<file path="config.mk">
export PLATFORM = sky130hd
export DESIGN_NAME = ov7670_capture
export DESIGN_NICKNAME = d
export VERILOG_FILES = /design/src/rtl/ov7670_capture.sv
export SDC_FILE = /design/constraint.sdc
export NUM_CORES = 1
export LEC_CHECK = 0
export BUFFER_PORTS_ARGS = -buffer_cell sky130_fd_sc_hd__buf_2
export CAP_MARGIN = 5
export CORE_UTILIZATION = 52
export DETAILED_ROUTE_END_ITERATION = 12
export PLACE_DENSITY = 0.77
export SYNTH_ARGS = -nofsm -noshare
export SYNTH_HDL_FRONTEND = slang
export SYNTH_SLANG_ARGS = --single-unit
</file>
<file path="constraint.sdc">
create_clock -name pclk -period 2.25 [get_ports pclk]
set_input_delay 0.1125 -clock pclk [delete_from_list [all_inputs] [get_ports pclk]]
set_output_delay 0.1125 -clock pclk [all_outputs]
set_load 0.03 [all_outputs]
</file>
<file path="src/rtl/ov7670_capture.sv">
// OV7670 YUV422 capture: keeps the luminance bytes and writes 4-bit gray pixels
// into the frame buffer, with a linear address and frame/line sanity flags.
module ov7670_capture #(
  parameter int unsigned H_PIXELS     = 640,
  parameter int unsigned V_LINES      = 480,
  parameter int unsigned Y_FIRST      = 1,
  parameter logic        VSYNC_ACTIVE = 1'b1
) (
  input  logic        pclk,
  input  logic        rst,
  input  logic        capture_en,
  input  logic        cam_vsync,
  input  logic        cam_href,
  input  logic [7:0]  cam_data,
  output logic        frame_we,
  output logic [18:0] frame_addr,
  output logic [3:0]  frame_pixel,
  output logic        frame_done,
  output logic        line_err,
  output logic        overflow,
  output logic [7:0]  frame_cnt
);

  localparam logic [18:0] LAST_ADDR = 19'(H_PIXELS * V_LINES - 1);
  localparam logic [15:0] H_CNT     = 16'(H_PIXELS);
  localparam logic [15:0] V_CNT     = 16'(V_LINES);
  localparam logic        Y_PHASE   = (Y_FIRST != 0) ? 1'b0 : 1'b1;

  typedef enum logic [1:0] {
    SYNC_WAIT = 2'd0,
    VBLANK    = 2'd1,
    ACTIVE    = 2'd2
  } state_t;

  state_t state, state_nxt;

  logic        vsync_r, vsync_rr, href_r, href_rr;
  logic [7:0]  data_r;
  logic        phase;
  logic [15:0] pix_cnt, line_cnt;
  logic [18:0] addr_cnt;
  logic        addr_full;

  logic        vs_blank, vs_blank_d, vs_rise, vs_fall, href_fall;
  logic        in_active, y_byte, line_end, frame_end, frame_start;
  logic [15:0] pix_line, lines_total;
  logic        unused_low;

  assign unused_low = ^data_r[3:0];

  assign vs_blank    = (vsync_r == VSYNC_ACTIVE);
  assign vs_blank_d  = (vsync_rr == VSYNC_ACTIVE);
  assign vs_rise     = vs_blank & ~vs_blank_d;
  assign vs_fall     = ~vs_blank & vs_blank_d;
  assign href_fall   = href_rr & ~href_r;

  assign in_active   = (state == ACTIVE);
  assign y_byte      = in_active && href_r && (phase == Y_PHASE);
  assign frame_start = (state == VBLANK) && vs_fall && capture_en;
  assign frame_end   = in_active && vs_rise;
  // A line still open when vsync arrives is closed and checked in the same cycle.
  assign line_end    = in_active && (href_fall || (vs_rise && href_r));
  assign pix_line    = pix_cnt + {15'd0, y_byte};
  assign lines_total = line_cnt + {15'd0, line_end};

  always_ff @(posedge pclk) begin
    if (rst) begin
      vsync_r  <= ~VSYNC_ACTIVE;
      vsync_rr <= ~VSYNC_ACTIVE;
      href_r   <= 1'b0;
      href_rr  <= 1'b0;
      data_r   <= '0;
    end else begin
      vsync_r  <= cam_vsync;
      vsync_rr <= vsync_r;
      href_r   <= cam_href;
      href_rr  <= href_r;
      data_r   <= cam_data;
    end
  end

  always_ff @(posedge pclk) begin
    if (rst) state <= SYNC_WAIT;
    else     state <= state_nxt;
  end

  always_comb begin
    state_nxt = state;
    unique case (state)
      SYNC_WAIT: if (vs_rise)     state_nxt = VBLANK;
      VBLANK:    if (frame_start) state_nxt = ACTIVE;
      ACTIVE:    if (vs_rise)     state_nxt = VBLANK;
      default:                    state_nxt = SYNC_WAIT;
    endcase
  end

  always_ff @(posedge pclk) begin
    if (rst) begin
      frame_we    <= 1'b0;
      frame_addr  <= '0;
      frame_pixel <= '0;
      frame_done  <= 1'b0;
      line_err    <= 1'b0;
      overflow    <= 1'b0;
      frame_cnt   <= '0;
      phase       <= 1'b0;
      pix_cnt     <= '0;
      line_cnt    <= '0;
      addr_cnt    <= '0;
      addr_full   <= 1'b0;
    end else begin
      frame_we   <= 1'b0;
      frame_done <= 1'b0;
      if (frame_start) begin
        frame_addr <= '0;
        addr_cnt   <= '0;
        addr_full  <= 1'b0;
        phase      <= 1'b0;
        pix_cnt    <= '0;
        line_cnt   <= '0;
        line_err   <= 1'b0;
        overflow   <= 1'b0;
      end else if (in_active) begin
        // addr_cnt is the next free slot; frame_addr shows the slot being written.
        if (y_byte) begin
          if (addr_full) begin
            overflow <= 1'b1;
          end else begin
            frame_we    <= 1'b1;
            frame_pixel <= data_r[7:4];
            frame_addr  <= addr_cnt;
            if (addr_cnt == LAST_ADDR) addr_full <= 1'b1;
            else                       addr_cnt  <= addr_cnt + 19'd1;
          end
        end
        phase <= href_r ? ~phase : 1'b0;
        if (line_end) begin
          pix_cnt  <= '0;
          line_cnt <= lines_total;
        end else if (y_byte) begin
          pix_cnt <= pix_line;
        end
        if ((line_end && (pix_line != H_CNT)) || (frame_end && (lines_total != V_CNT)))
          line_err <= 1'b1;
        if (frame_end) begin
          frame_done <= 1'b1;
          frame_cnt  <= frame_cnt + 8'd1;
        end
      end
    end
  end

endmodule

</file>
==> flow_summary_export.csv <==
group,metric,value,unit
power_and_ir_drop,swShare,24.19,%
routing,drtAntennaViolNets,0,
timing,finalClockSkew,0.01323,ns
clock_tree,clk-insertion-delay-late,0.36,ns
floorplanning,design.portCount,48,
finish,syn_to_final_growth,16.34,%
timing,timing_worst_slew_pin_value,0.4726,ns
finish,register_area,1964,µm²
clock_tree,cts-root-to-sink-buffers,2,
clock_tree,numCtsBuffers,9,
yosys,yosys_warnings,0,
critical_path,start_kind,"flip-flop",
global_route,grt_pass1_vias,3380,
finish,layout_cell_share_with_drive_strength_beyond_1,18.20,%
yosys,netlist_top_cells_area,"sky130_fd_sc_hd__dfxtp_1 (45%), sky130_fd_sc_hd__nand2_1 (6.9%), sky130_fd_sc_hd__xor2_1 (6.5%)",
timing,setup_viol,0,
floorplanning,die_w,93.13,µm
global_route,grt_overflow_total,0,
power_and_ir_drop,power_frac_comb,2.3,%
clock_tree,clock_root_buffer,"sky130_fd_sc_hd__clkbuf_8",
power_and_ir_drop,power_leakage,1.908,nW
timing,fmax,475.0,MHz
worst_hold_path,hold_path.class,"in2reg",
floorplanning,row_count,32,
run_status,run_status,"finished, final reports clean",
critical_path,timing.critical_path.slowest_stage_cell,"sky130_fd_sc_hd__dfxtp_1",
critical_path,critPathKind,"reg2reg",
global_route,globalRouteMet3Util,3.821,%
timing,final.period_utilization,93.57,%
critical_path,worst_setup_path_end_kind,"flip-flop",
finish,multi_input_area,2268,µm²
yosys,synth.largest_area_cell,"sky130_fd_sc_hd__dfxtp_1",
floorplanning,core_region_area,7888,µm²
placed_design,place_congestion,0.8817,
timing,period_minus_slack,2.105,ns
yosys,synth_top_flop_cell,"sky130_fd_sc_hd__dfxtp_1",
critical_path,max_stage_delay,0.34,ns
routing,via_count,3614,
timing,rsz0062_at_grt,"no",
global_route,globalRoute.busiestLayer,"met2",
power_and_ir_drop,power.share.sequential,60.0,%
routing,drt-vias-per-instance,5.323,
clock_tree,cts.sinks,98,
clock_tree,tritoncts,"built",
critical_path,worstPathArrival,2.36,ns
critical_path,critical_path_required,2.51,ns
flow_run,max-cap-violations,0,
routing,drt_first_pass_iters,4,
yosys,syn_nets,531,
yosys,synth.top_cell.area_share,45.44,%
yosys,post_synth_edffs,0,
clock_tree,cts_max_level,3,
power_and_ir_drop,power.total,2.910,mW
finish,nFillCells,631,
finish,final_cell_mix,"sky130_fd_sc_hd__dfxtp_1 (96), sky130_fd_sc_hd__nand2_1 (78), sky130_fd_sc_hd__nor2_1 (73)",
routing,drcViolationCount,0,
placed_design,io_buffer_count,43,
finish,final_common_cell,"sky130_fd_sc_hd__dfxtp_1",
critical_path,dominant_cell_type_by_count_on_the_critical_path,"sky130_fd_sc_hd__o31ai_1",
power_and_ir_drop,p_int,2.206,mW
timing,finalHoldViolations,0,
critical_path,crit_path_max_fanout,5,
global_route,antenna_found_initial,0,
routing,avgRoutedWirePerCell,12.56,µm
global_route,global_route.usage.met1,25.49,%
global_route,grt_first_pass_wirelength,14.43,mm
global_route,gr-usage-met2,35.11,%
finish,diodes,0,
routing,drtIter0Drc,139,
critical_path,critical_path.cell_chain,"and3b_1, o21ai_2, inv_2, ha_2, nand2_2, buf_4, o22ai_1, a31oi_1, nand4b_1, o31ai_1, o31ai_1",
floorplanning,fp.dieArea,8672,µm²
timing,setup_tns,0,ns
yosys,synth.ff_latch_count,98,
global_route,grt_start_max_net_pins,42,
yosys,async_reset_ff_share,0,%
yosys,synthesis.instances,512,
power_and_ir_drop,clock_power_share,37.7,%
critical_path,worstPathBufferInverterCount,2,
power_and_ir_drop,vdd_drop_max,0.4446,mV
finish,layout.nets,591,
routing,wirelength,8.525,mm
yosys,synth.lib_cells_used.distinct,50,
floorplanning,initial_core_util,54.74,%
timing,maxSlewHeadroom,68.25,%
global_route,global_route.usage.total,20.46,%
power_and_ir_drop,power.density,579.4,nW/µm²
clock_tree,clkSlewWorstSetupHoldPaths,0.10,ns
timing,final-max-slew-violation-count,0,
critical_path,worst_path_dominant_cell_family,"compound AO/OA/AOI/OAI gates",
yosys,syn-cell-area,4318,µm²
placed_design,hpwlAfterDp,5.910,mm
power_and_ir_drop,switching_power_of_the_nets,0.7041,mW
yosys,synth.yosys.seq_area_share,45.44,%
floorplanning,die_y_extent,93.13,µm
yosys,syn_area_per_cell,8.433,µm²
[registers in the layout, indices dropped and copies added (netlist names), 2 cells and up]
register     cells
state            2
frame_cnt        8
addr_cnt        19
data_r           4
line_cnt        16
pix_cnt         16
frame_pixel      4
frame_addr      19
[power groups by stage]
stage          Combinational [mW]  Clock, mW  Sequential (mW)
5_1_grt                    0.0740       1.20             1.75
4_1_cts                    0.0672       1.13             1.75
3_3_place_gp               0.0584          0             1.79
2_1_floorplan              0.0377          0             1.79
6_report                   0.0671       1.10             1.75
3_5_place_dp               0.0592          0             1.79
[metrics by stage]
stage | cell area, µm² | std cells | hold slack [ns] | utilization [%] | worst slack, ns
3_3_place_gp | 4737 | 657 | 0.3211 | 60.06 | 0.05663
2_1_floorplan | 4318 | 512 | 0.1841 | - | 0.05737
6_report | 5024 | 679 | 0.03404 | 63.69 | 0.1448
3_5_place_dp | 4737 | 657 | 0.3271 | 60.06 | 0.04523
5_1_grt | 5024 | 679 | 0.04106 | 63.69 | 0.005662
4_1_cts | 4990 | 679 | 0.02894 | 63.26 | 0.03406
[kinds of logic after synthesis]
logic type                 count (synthesis)  share of synthesized area, %
and+or+nand+nor                          262                         30.02
DFF                                       98                         45.44
AOI/OAI and AO/OA                         57                         7.679
xor gates and xnor gates                  55                         11.16
buffers and inverters                     29                         2.811
adders and majority gates                  6                         1.739
muxes                                      5                         1.159
[routing by layer]
| metal | wire length (µm) | vias to the layer above |
|---|---|---|
| met2 | 4055 | 68 |
| met3 | 351 | 12 |
| li1 | - | 1854 |
| met5 | 0 | - |
| met4 | 104 | 0 |
| met1 | 4013 | 1680 |
[cell usage after synthesis, types with 7 or more instances]
master,instances
sky130_fd_sc_hd__a21oi_1,35
sky130_fd_sc_hd__and3_1,9
sky130_fd_sc_hd__clkbuf_1,16
sky130_fd_sc_hd__dfxtp_1,98
sky130_fd_sc_hd__nand2_1,79
sky130_fd_sc_hd__nand3_1,22
sky130_fd_sc_hd__nand4_1,12
sky130_fd_sc_hd__nor2_1,73
sky130_fd_sc_hd__nor2b_1,10
sky130_fd_sc_hd__nor3_1,13
sky130_fd_sc_hd__o21ai_0,7
sky130_fd_sc_hd__or3_1,7
sky130_fd_sc_hd__xnor2_1,23
sky130_fd_sc_hd__xor2_1,32
[final timing paths]
path                                       startpoint                          end  slack [ns]  cells past startpoint
worst max-delay path            vs_blank_d$_SDFF_PP0_        line_err$_SDFFE_PP0P_        0.14                     11
worst min-delay path                       capture_en        state[1]$_SDFFE_PP0P_        0.03                      3
worst min register to register   data_r[7]$_SDFF_PP0_  frame_pixel[3]$_SDFFE_PP0P_        0.45                      2
worst max register to register  vs_blank_d$_SDFF_PP0_        line_err$_SDFFE_PP0P_        0.14                     11
[worst register-to-register path: stages (launching register included)]
cell,delay (ns)
sky130_fd_sc_hd__dfxtp_1,0.34
sky130_fd_sc_hd__and3b_1,0.22
sky130_fd_sc_hd__o21ai_2,0.07
sky130_fd_sc_hd__inv_2,0.08
sky130_fd_sc_hd__ha_2,0.23
sky130_fd_sc_hd__nand2_2,0.12
sky130_fd_sc_hd__buf_4,0.17
sky130_fd_sc_hd__o22ai_1,0.16
sky130_fd_sc_hd__a31oi_1,0.09
sky130_fd_sc_hd__nand4b_1,0.19
sky130_fd_sc_hd__o31ai_1,0.22
sky130_fd_sc_hd__o31ai_1,0.10
[what timing repair did]
item,4_1_cts,5_1_grt
resized for setup,0,11
hold buffers,6,0
endpoints found under the setup margin,0,3
hold endpoints to repair,6,0
setup buffers,0,0
[cell type report]
cell class / instances / area share, %
inverters: 6 / 0.4483
well taps: 102 / 2.540
repair buffers: 72 / 8.917
clock inverters: 7 / 1.370
multi-input cells: 385 / 45.16
clock buffers: 9 / 2.466
flip-flops and latches: 98 / 39.10
Power figures use the tool's default switching activity.
